<file path="src/rtl/ica_pkg.sv">
// ica_pkg: shared definitions for the FastICA iteration controller.
//   state_t   - controller state encoding (4-bit)
//   width_of  - index width for a count of n items (never below 1 bit)
//   IDX_W     - component index width at the default component count
//   IT_W      - iteration counter width at the default iteration limit
package ica_pkg;

    typedef enum logic [3:0] {
        S_IDLE  = 4'd0,
        S_INIT  = 4'd1,
        S_ACCUM = 4'd2,
        S_DIV   = 4'd3,
        S_ORTH  = 4'd4,
        S_NORM  = 4'd5,
        S_CHECK = 4'd6,
        S_WRITE = 4'd7,
        S_DONE  = 4'd8
    } state_t;

    // A single item still needs one bit to carry an index of 0.
    function automatic int width_of(input int n);
        return (n > 1) ? $clog2(n) : 1;
    endfunction

    localparam int DEF_N_COMP   = 2;
    localparam int DEF_MAX_ITER = 32;
    localparam int IDX_W        = width_of(DEF_N_COMP);
    localparam int IT_W         = width_of(DEF_MAX_ITER);

endpackage

</file>
<file path="src/rtl/ica_step_counter.sv">
// ica_step_counter: loadable up-counter with a terminal-count compare.
//   clk, rst_n - clock, asynchronous active-low reset
//   load       - synchronous load of load_val (wins over inc)
//   load_val   - value taken on load
//   inc        - count up by one; ignored once cnt has reached term
//   term       - terminal value
//   cnt        - current count (registered)
//   at_term    - cnt == term
module ica_step_counter #(
    parameter int W = 8
) (
    input  logic         clk,
    input  logic         rst_n,
    input  logic         load,
    input  logic [W-1:0] load_val,
    input  logic         inc,
    input  logic [W-1:0] term,
    output logic [W-1:0] cnt,
    output logic         at_term
);

    assign at_term = (cnt == term);

    // Increment is gated at the terminal value so the count never wraps.
    always_ff @(posedge clk or negedge rst_n) begin
        if (!rst_n) begin
            cnt <= '0;
        end else if (load) begin
            cnt <= load_val;
        end else if (inc && !at_term) begin
            cnt <= cnt + 1'b1;
        end
    end

endmodule

</file>
<file path="src/rtl/ica_iteration_controller.sv">
// ica_iteration_controller: sequences the FastICA fixed-point iteration.
// Per component: accumulate over the whitened samples in mem3, scale,
// deflate against earlier components, normalise, check convergence, and
// loop until converged or MAX_ITER is reached; then write W.
//   CLK_ICA     - block clock
//   GO_ica      - asynchronous active-low reset / enable
//   Whiten_done - whitened data valid (looked at only in IDLE)
//   norm_done   - normaliser completion pulse
//   conv_ok     - convergence flag, sampled in CHECK
//   ICA_busy    - INIT..WRITE       ICA_done - in DONE
//   En_mem3/z_addr - mem3 read      En_upd   - update accumulator enable
//   GO_div      - scale pulse       GO_orth/orth_idx - deflation step
//   GO_norm     - normaliser start  En_wmem  - W memory write
//   comp_idx, iter_cnt - progress   nonconv  - per-component limit flag
module ica_iteration_controller
    import ica_pkg::*;
#(
    parameter int N_SAMPLES = 128,
    parameter int N_COMP    = 2,
    parameter int MAX_ITER  = 32,
    parameter int CNT_W     = 8
) (
    input  logic                          CLK_ICA,
    input  logic                          GO_ica,
    input  logic                          Whiten_done,
    input  logic                          norm_done,
    input  logic                          conv_ok,
    output logic                          ICA_busy,
    output logic                          ICA_done,
    output logic                          En_mem3,
    output logic [CNT_W-1:0]              z_addr,
    output logic                          En_upd,
    output logic                          GO_div,
    output logic                          GO_orth,
    output logic [width_of(N_COMP)-1:0]   orth_idx,
    output logic                          GO_norm,
    output logic                          En_wmem,
    output logic [width_of(N_COMP)-1:0]   comp_idx,
    output logic [width_of(MAX_ITER)-1:0] iter_cnt,
    output logic [N_COMP-1:0]             nonconv
);

    localparam int CW = width_of(N_COMP);
    localparam int IW = width_of(MAX_ITER);

    localparam logic [CNT_W-1:0] LAST_SAMPLE = CNT_W'(N_SAMPLES - 1);
    localparam logic [CW-1:0]    LAST_COMP   = CW'(N_COMP - 1);
    localparam logic [IW-1:0]    LAST_ITER   = IW'(MAX_ITER - 1);

    state_t           state;
    logic [CNT_W-1:0] step_cnt;
    logic [CNT_W-1:0] step_term;
    logic             step_hit;
    logic             step_clr;
    logic             step_inc;
    logic             iter_hit;
    logic             iter_clr;
    logic             iter_inc;

    // The step counter is shared: sample index in ACCUM, deflation index
    // in ORTH. ORTH is only reached with comp_idx >= 1, so comp_idx-1
    // never underflows.
    always_comb begin
        step_term = LAST_SAMPLE;
        if (state == S_ORTH) begin
            step_term = CNT_W'(comp_idx) - 1'b1;
        end
    end

    always_comb begin
        step_clr = 1'b0;
        step_inc = 1'b0;
        iter_clr = 1'b0;
        iter_inc = 1'b0;
        case (state)
            S_IDLE:  iter_clr = Whiten_done;
            S_INIT: begin
                step_clr = 1'b1;
                iter_clr = 1'b1;
            end
            S_ACCUM, S_ORTH: begin
                step_clr = step_hit;
                step_inc = !step_hit;
            end
            S_CHECK: iter_inc = !conv_ok && !iter_hit;
            // Clearing on the way into INIT makes iter_cnt read 0 in INIT.
            S_WRITE: iter_clr = (comp_idx != LAST_COMP);
            default: ;
        endcase
    end

    ica_step_counter #(.W(CNT_W)) u_step (
        .clk      (CLK_ICA),
        .rst_n    (GO_ica),
        .load     (step_clr),
        .load_val ('0),
        .inc      (step_inc),
        .term     (step_term),
        .cnt      (step_cnt),
        .at_term  (step_hit)
    );

    ica_step_counter #(.W(IW)) u_iter (
        .clk      (CLK_ICA),
        .rst_n    (GO_ica),
        .load     (iter_clr),
        .load_val ('0),
        .inc      (iter_inc),
        .term     (LAST_ITER),
        .cnt      (iter_cnt),
        .at_term  (iter_hit)
    );

    // Outputs are computed for the state being entered, so each enable
    // is high exactly during the cycles spent in its state.
    always_ff @(posedge CLK_ICA or negedge GO_ica) begin
        if (!GO_ica) begin
            state    <= S_IDLE;
            ICA_busy <= 1'b0;
            ICA_done <= 1'b0;
            En_mem3  <= 1'b0;
            z_addr   <= '0;
            En_upd   <= 1'b0;
            GO_div   <= 1'b0;
            GO_orth  <= 1'b0;
            orth_idx <= '0;
            GO_norm  <= 1'b0;
            En_wmem  <= 1'b0;
            comp_idx <= '0;
            nonconv  <= '0;
        end else begin
            En_mem3  <= 1'b0;
            z_addr   <= '0;
            En_upd   <= 1'b0;
            GO_div   <= 1'b0;
            GO_orth  <= 1'b0;
            orth_idx <= '0;
            GO_norm  <= 1'b0;
            En_wmem  <= 1'b0;
            case (state)
                S_IDLE: begin
                    if (Whiten_done) begin
                        state    <= S_INIT;
                        ICA_busy <= 1'b1;
                    end
                end
                S_INIT: begin
                    state   <= S_ACCUM;
                    En_mem3 <= 1'b1;
                    En_upd  <= 1'b1;
                end
                S_ACCUM: begin
                    if (step_hit) begin
                        state  <= S_DIV;
                        GO_div <= 1'b1;
                    end else begin
                        En_mem3 <= 1'b1;
                        En_upd  <= 1'b1;
                        z_addr  <= step_cnt + 1'b1;
                    end
                end
                S_DIV: begin
                    if (comp_idx == '0) begin
                        state   <= S_NORM;
                        GO_norm <= 1'b1;
                    end else begin
                        state   <= S_ORTH;
                        GO_orth <= 1'b1;
                    end
                end
                S_ORTH: begin
                    if (step_hit) begin
                        state   <= S_NORM;
                        GO_norm <= 1'b1;
                    end else begin
                        GO_orth  <= 1'b1;
                        orth_idx <= CW'(step_cnt + 1'b1);
                    end
                end
                S_NORM: begin
                    // GO_norm still high marks the first NORM cycle; a
                    // done pulse coinciding with the start is stale.
                    if (!GO_norm && norm_done) begin
                        state <= S_CHECK;
                    end
                end
                S_CHECK: begin
                    if (conv_ok) begin
                        state   <= S_WRITE;
                        En_wmem <= 1'b1;
                    end else if (iter_hit) begin
                        state             <= S_WRITE;
                        En_wmem           <= 1'b1;
                        nonconv[comp_idx] <= 1'b1;
                    end else begin
                        state   <= S_ACCUM;
                        En_mem3 <= 1'b1;
                        En_upd  <= 1'b1;
                    end
                end
                S_WRITE: begin
                    if (comp_idx == LAST_COMP) begin
                        state    <= S_DONE;
                        ICA_done <= 1'b1;
                        ICA_busy <= 1'b0;
                    end else begin
                        state    <= S_INIT;
                        comp_idx <= comp_idx + 1'b1;
                    end
                end
                S_DONE:  ;
                default: state <= S_IDLE;
            endcase
        end
    end

endmodule

</file>
<file path="config.mk">
export PLATFORM = sky130hd
export DESIGN_NAME = ica_iteration_controller
export DESIGN_NICKNAME = d
export VERILOG_FILES = /design/src/rtl/ica_pkg.sv /design/src/rtl/ica_step_counter.sv /design/src/rtl/ica_iteration_controller.sv
export SDC_FILE = /design/constraint.sdc
export NUM_CORES = 1
export LEC_CHECK = 0
export ABC_AREA = 1
export BUFFER_PORTS_ARGS = -buffer_cell sky130_fd_sc_hd__buf_2
export CORE_UTILIZATION = 38
export DETAILED_ROUTE_END_ITERATION = 12
export PLACE_DENSITY = 0.56
export SETUP_SLACK_MARGIN = 0.02
export SLEW_MARGIN = 0
export SYNTH_ARGS = -nofsm -noshare
export SYNTH_HDL_FRONTEND = slang
export SYNTH_SLANG_ARGS = --single-unit
export TNS_END_PERCENT = 30
</file>
<file path="constraint.sdc">
create_clock -name CLK_ICA -period 3.15 [get_ports CLK_ICA]
set_input_delay 0.4725 -clock CLK_ICA [delete_from_list [all_inputs] [get_ports CLK_ICA]]
set_output_delay 0.4725 -clock CLK_ICA [all_outputs]
set_load 0.01 [all_outputs]
</file>
==> results of run 1 <==
==> state kept, by name, summed over array words and instances, names as in the netlist <==
name	flops
nonconv	2
En_wmem	1
En_upd	1
orth_idx	1
GO_norm	1
ICA_done	1
u_step.cnt	8
u_iter.cnt	5
state	4
ICA_busy	1
GO_orth	1
GO_div	1
z_addr	8
comp_idx	1
==> final cells by class <==
cell class | instances | area share, %
Clock buffer | 6 | 4.164
Sequential cell | 36 | 45.43
Clock inverter | 2 | 0.5047
Inverter | 32 | 6.120
Multi-Input combinational cell | 117 | 33.31
Tap cell | 50 | 3.155
Timing Repair Buffer | 29 | 7.319
==> cell families (layout without fill, tap and decap cells) <==
| kind of cell | Yosys count | count (layout) | share of synthesized area [%] |
|---|---|---|---|
| and+or+nand+nor | 87 | 87 | 26.42 |
| DFF | 36 | 36 | 53.29 |
| buffers and inverters | 33 | 69 | 7.624 |
| AOI/OAI and AO/OA | 23 | 23 | 8.364 |
| xor gates and xnor gates | 4 | 4 | 2.073 |
| adders and majority gates | 3 | 3 | 2.221 |
==> per-stage QoR <==
stage / utilization, % / worst slack (ps)
6_report: 47.86 / 1379
2_1_floorplan: - / 1527
5_1_grt: 47.86 / 1283
3_5_place_dp: 45.62 / 1414
3_3_place_gp: 45.62 / 1516
4_1_cts: 47.86 / 1405
==> worst register-to-register path, cell delays in order, from the launching register on <==
cell and delay, ps:
dfrtp_1 440, ha_1 240, inv_1 70, nor3_1 50, ha_1 190, nor2_1 180, nand2_2 120, clkinv_2 110
nand4_2 80, o21ai_1 130, nor2_1 50
==> power groups by stage <==
stage	Clock, uW	Sequential (uW)	Combinational (uW)
floorplan	0	690	475
global placement	0	673	694
detailed placement	0	679	698
CTS	355	670	703
global route	372	686	791
finish	338	671	696
==> final timing paths <==
check                      slack, ps             to
max                             1380  u_iter.cnt[3]
min                              270      z_addr[5]
max reg2reg                     1380  u_iter.cnt[3]
min reg2reg                      470     nonconv[0]
max in group asynchronous       2380      z_addr[6]
min in group CLK_ICA             470     nonconv[0]
==> placed cells by master (no fill, tap or decap), types with 3 or more instances in the layout <==
master / instances
nand2_1: 29
clkinv_2: 3
clkbuf_8: 6
inv_2: 3
buf_2: 29
inv_1: 27
ha_1: 3
o22ai_1: 6
o21ai_1: 3
nand4_1: 4
xor2_1: 3
o21ai_0: 5
dfrtp_1: 36
nand3_1: 12
nor3_1: 4
nand2_2: 3
nor2_2: 3
nor2_1: 23
==> layer usage <==
metal  part of all wire [%]  vias up  global-route usage [%]
met5                      0        -                       0
met4                    3.0        0                   11.48
met3                    4.3       11                   5.263
met2                     46       36                   28.55
met1                     47      677                   22.18
li1                       -      675                       -
==> results.sh, run 1 <==
export IMPL_num_rows=23
export IMPL_status="finished, final reports clean"
export IMPL_powerDensity_mw_per_mm2=859.5
export IMPL_hpwlAfterDp_mm=2.591
export IMPL_hold_class="primary input to async pin"
export IMPL_worst_path_buf_inv=2
export IMPL_tns_ps=0
export IMPL_path_delay_family="simple AND/OR/NAND/NOR gates"
export IMPL_p_seq_share_pct=39.4
export IMPL_clkPwrFrac_pct=19.8
export IMPL_nets=229
export IMPL_ctsRootBufferMaster="clkbuf_8"
export IMPL_numPortBuffers=29
export IMPL_critical_path_required_ps=3340
export IMPL_cts_sinks=36
export IMPL_tightest_slew_ps=798.9
export IMPL_worst_clock_skew_ps=2.420
export IMPL_die_h_um=68.70
export IMPL_cap_violations=0
export IMPL_max_stage_delay_ps=440
export IMPL_cts_tree="built"
export IMPL_arrival_ps=1960
export IMPL_fin_total_pwr_uw=1705
export IMPL_cts_setup_buffers=0
export IMPL_dieWidth_um=68.70
export IMPL_area_delta_synth_final_pct=17.32
export IMPL_clockBufferDepth=2
export IMPL_dr_pass1_iters=4
export IMPL_synthCells=186
export IMPL_core_area_mm2=0.004144
export IMPL_finalCritPeriodShare_pct=56.21
export IMPL_holdWs_ps=269.3
export IMPL_cp_num_cells=10
export IMPL_p_leak_uw=0.001040
export IMPL_ant_nets=0
export IMPL_drive_above_1_share_pct=24.32
export IMPL_clock_latency_ps=290
export IMPL_synth_edf_count=0
export IMPL_synth_most_common_cell="dfrtp_1"
export IMPL_synth_common_cells="36 x dfrtp_1, 29 x nand2_1, 27 x inv_1"
export IMPL_crit_start="u_iter.cnt[1]"
export IMPL_vias=1399
export IMPL_p_switching_uw=728.5
export IMPL_sw_frac_of_total_pct=42.74
export IMPL_numCtsBuffers=5
export IMPL_wire_per_inst_um=13.14
export IMPL_r2r_start="u_iter.cnt[1]"
export IMPL_dp_cells=264
export IMPL_hold_violations=0
export IMPL_slowest_stage="dfrtp_1"
export IMPL_synth_flop_cell="dfrtp_1"
export IMPL_antenna_found_initial=0
export IMPL_relSlewSlack_pct=46.74
export IMPL_place_area_mm2=0.001891
export IMPL_die_area_mm2=0.004719
export IMPL_crit_chain="ha_1 > inv_1 > nor3_1 > ha_1 > nor2_1 > nand2_2 > clkinv_2 > nand4_2 > o21ai_1 > nor2_1"
export IMPL_nFillCells=419
export IMPL_stdcell_count=272
export IMPL_h_tree_depth=2
export IMPL_synth_cell_types=33
export IMPL_grt_pass1_wl_mm=6.134
export IMPL_ios=30
export IMPL_hold_buffers=0
export IMPL_final_cell_area_mm2=0.001983
export IMPL_grt_overflow=0
export IMPL_min_period_ps=1771
export IMPL_path_max_fanout=6
export IMPL_gp_congestion=0.9360
export IMPL_power_share_combinational_pct=40.8
export IMPL_cp_start_kind="register"
export IMPL_synth_area_per_cell_um2=9.088
export IMPL_final_setup_viol_count=0
export IMPL_ys_warn_count=0
export IMPL_end_kind="register"
export IMPL_ys_ff_latch=36
export IMPL_grt_usage_pct=18.32
export IMPL_grt_pass1_vias=1387
export IMPL_ir_drop_mv=0.3445
export IMPL_drc_errors=0
export IMPL_ys_seq_area_share_pct=53.29
export IMPL_path_clk_slew_ps=70
export IMPL_grt_start_max_net_pins=37
export IMPL_max_freq_mhz=564.8
export IMPL_n_antenna_cell=0
export IMPL_viasPerCell=5.143
export IMPL_rsz0062_at_grt="no"
export IMPL_ys_top_cells_by_area="dfrtp_1 53%, nand2_1 6.4%, inv_1 6.0%"
export IMPL_multi_input_area_um2=660.6
export IMPL_initial_utilization_pct=40.79
export IMPL_synthArstFlopShare_pct=100.0
export IMPL_yosysTopAreaCell="dfrtp_1"
export IMPL_synthesis_area_mm2=0.001690
export IMPL_reg2regPathDepth=10
export IMPL_yosys_area_top_type_share_pct=53.29
export IMPL_drtIter0Drc=67
export IMPL_synth_nets=194
export IMPL_path_class="register to register"
export IMPL_cts_resized=0
export IMPL_p_int_uw=976.1
export IMPL_regArea_um2=900.9
export IMPL_drv_slew=0
export IMPL_wirelength_mm=3.574
Note: power is estimated with default switching activity, not from simulation.
==> run 2: changes to the inputs <==
--- a/config.mk
+++ b/config.mk
@@ -5,11 +5,11 @@
 export SDC_FILE = /design/constraint.sdc
 export NUM_CORES = 1
 export LEC_CHECK = 0
-export ABC_AREA = 1
+export ABC_AREA = 0
 export BUFFER_PORTS_ARGS = -buffer_cell sky130_fd_sc_hd__buf_2
 export CORE_UTILIZATION = 38
 export DETAILED_ROUTE_END_ITERATION = 12
-export PLACE_DENSITY = 0.56
+export PLACE_DENSITY = 0.58
 export SETUP_SLACK_MARGIN = 0.02
 export SLEW_MARGIN = 0
 export SYNTH_ARGS = -nofsm -noshare
==> constraint.sdc (replaced) <==
create_clock -name CLK_ICA -period 1.5 [get_ports CLK_ICA]
set_input_delay 0.225 -clock CLK_ICA [delete_from_list [all_inputs] [get_ports CLK_ICA]]
set_output_delay 0.225 -clock CLK_ICA [all_outputs]
set_load 0.01 [all_outputs]
==> results.sh, run 2 <==
export IMPL_hold_class="primary input to register"
export IMPL_whs_path_depth=2
export IMPL_num_rows=24
export IMPL_synth_nets=190
export IMPL_ys_warn_count=0
export IMPL_h_tree_depth=2
export IMPL_ys_seq_area_share_pct=49.76
export IMPL_antenna_found_initial=0
export IMPL_wire_per_inst_um=15.64
export IMPL_min_period_ps=1754
export IMPL_dieWidth_um=71.03
export IMPL_cts_sinks=36
export IMPL_regArea_um2=904.6
export IMPL_ys_top_cells_by_area="dfrtp_1 50%, nor2_1 3.9%, nor3_1 3.9%"
export IMPL_violations="DRC, setup timing"
export IMPL_grt_usage_pct=20.53
export IMPL_yosysTopAreaCell="dfrtp_1"
export IMPL_synthArstFlopShare_pct=100.0
export IMPL_yosys_area_top_type_share_pct=49.76
export IMPL_slowest_stage="or4b_4"
export IMPL_core_area_mm2=0.004474
export IMPL_drive_above_1_share_pct=43.73
export IMPL_finalCritPeriodShare_pct=116.9
export IMPL_worst_path_buf_inv=1
export IMPL_r2r_slack_ps=-250
export IMPL_hpwlAfterDp_mm=3.301
export IMPL_initial_utilization_pct=40.46
export IMPL_gp_congestion=0.8931
export IMPL_grt_pass1_vias=1670
export IMPL_ctsRootBufferMaster="clkbuf_8"
export IMPL_p_leak_uw=0.001241
export IMPL_reg2regPathDepth=5
export IMPL_synth_cell_types=45
export IMPL_cts_tree="built"
export IMPL_path_clk_slew_ps=80
export IMPL_synthesis_area_mm2=0.001810
export IMPL_arrival_ps=1930
export IMPL_final_setup_viol_count=28
export IMPL_hold_start="Whiten_done"
export IMPL_synth_common_cells="36 x dfrtp_1, 19 x nor2_1, 14 x nor3_1"
export IMPL_nets=270
export IMPL_cap_violations=0
export IMPL_ant_nets=0
export IMPL_numCtsBuffers=5
export IMPL_ios=30
export IMPL_n_antenna_cell=0
export IMPL_numPortBuffers=29
export IMPL_area_delta_synth_final_pct=46.79
export IMPL_dr_pass1_iters=11
export IMPL_holdWs_ps=208.8
export IMPL_path_class="register to register"
export IMPL_worst_clock_skew_ps=7.049
export IMPL_vias=1693
export IMPL_max_freq_mhz=570.2
export IMPL_ys_ff_latch=36
export IMPL_critical_path_required_ps=1680
export IMPL_max_stage_delay_ps=550
export IMPL_nFillCells=348
export IMPL_drtIter0Drc=117
export IMPL_tightest_slew_ps=447.9
export IMPL_powerDensity_mw_per_mm2=703.1
export IMPL_hold_violations=0
export IMPL_cp_start_kind="register"
export IMPL_synth_area_per_cell_um2=9.948
export IMPL_end_kind="register"
export IMPL_final_common_cell="buf_4"
export IMPL_drv_slew=0
export IMPL_grt_pass1_wl_mm=8.093
export IMPL_tns_ps=-4929
export IMPL_synth_flop_cell="dfrtp_1"
export IMPL_drc_errors=6
export IMPL_layout_common_cells="47 x buf_4, 33 x dfrtp_1, 29 x buf_2, 18 x nor2_1, 13 x nor3_1"
export IMPL_viasPerCell=5.375
export IMPL_holdPathEnd="ICA_busy"
export IMPL_synthCells=182
export IMPL_clockBufferDepth=2
export IMPL_reg2reg_to="u_step.cnt[6]"
export IMPL_r2r_start="state[1]"
export IMPL_status="complete, but fails checks"
export IMPL_dp_slack_ps=-269.8
export IMPL_ir_drop_mv=0.2946
export IMPL_synth_most_common_cell="dfrtp_1"
export IMPL_clock_latency_ps=290
export IMPL_top_regs="u_step.cnt (8), z_addr (8), u_iter.cnt (5)"
export IMPL_die_area_mm2=0.005045
export IMPL_grt_start_max_net_pins=21
export IMPL_die_h_um=71.03
export IMPL_wirelength_mm=4.926
export IMPL_path_max_fanout=11
export IMPL_crit_chain="or4b_4 > o22a_4 > a21oi_4 > buf_6 > o31ai_1"
export IMPL_relSlewSlack_pct=70.14
export IMPL_grt_overflow=0
export IMPL_synth_edf_count=0
export IMPL_path_delay_family="simple AND/OR/NAND/NOR gates"
export IMPL_fin_ws_ps=-253.8
export IMPL_rsz0062_at_grt="yes"
export IMPL_multi_input_area_um2=947.2
-- run 2: changes by cell type in the layout (fill, tap and decap cells not counted), moves of 4 or more --
cell,previous run,this run
inv_1,27,4
o22ai_1,6,0
nor2_1,23,18
xnor2_1,1,6
nor3_1,4,13
nand2_1,29,10
buf_4,0,47
nand2b_1,0,4
buf_6,0,8
a21oi_1,2,6
-- run 2: per-layer routing --
layer / GRT usage [%] / wire, um
met2: 31.94 / 2352
met1: 28.33 / 2204
met3: 4.131 / 292
met4: 7.778 / 76
met5: 0 / 0
-- run 2: logic make-up after synthesis --
logic type	after synthesis	share of synthesized area (%)
simple gates	84	24.88
xor+xnor	12	5.805
compound gates	29	12.03
flops	36	49.76
mux	1	0.6219
buf+inv	17	4.837
fa+ha+maj	3	2.073
-- run 2: worst max path at each step --
| stage | start | end | slack [ps] | cells past startpoint |
|---|---|---|---|---|
| after floorplan | state[0] | z_addr[2] | -320 | 6 |
| after global placement | state[0] | u_step.cnt[6] | -240 | 5 |
| after detailed placement | state[0] | u_step.cnt[6] | -270 | 5 |
| after CTS | state[0] | u_step.cnt[6] | -270 | 5 |
| after global routing | state[1] | z_addr[2] | -320 | 5 |
| final | state[1] | u_step.cnt[6] | -250 | 5 |
-- run 2: through the flow --
stage          util (%)  total power, uW  std cells  instance area (um2)
2_1_floorplan         -            994.4        182                 1819
3_3_place_gp      52.18             1031        299                 2335
3_5_place_dp      52.18             1032        299                 2335
4_1_cts           56.57             1889        308                 2531
5_1_grt           59.40             1933        315                 2658
6_report          59.40             1869        315                 2658
-- run 2: repair_timing --
action | in CTS | in global routing
endpoints found under the setup margin | 31 | 34
hold buffers | 1 | 0
buffers inserted | 0 | 7
resized for setup | 16 | 16
hold endpoints to repair | 16 | 0
pin swaps | 4 | 11
-- run 2: report_power, final --
group	internal, uW	leakage, uW	total, uW	switching, uW
registers	970	0.000460	970	0
logic	17.5	0.000725	46.2	28.7
clock network	493	0.0000552	853	359
total	1480	0.00124	1870	388
-- run 2: final cells by class --
cell class              instances  area share [%]
multi-input cells             129           35.64
flip-flops and latches         36           34.04
repair buffers                 86           23.26
clock buffers                   6           2.731
well taps                      52           2.448
clock inverters                 2           1.318
inverters                       4          0.5650
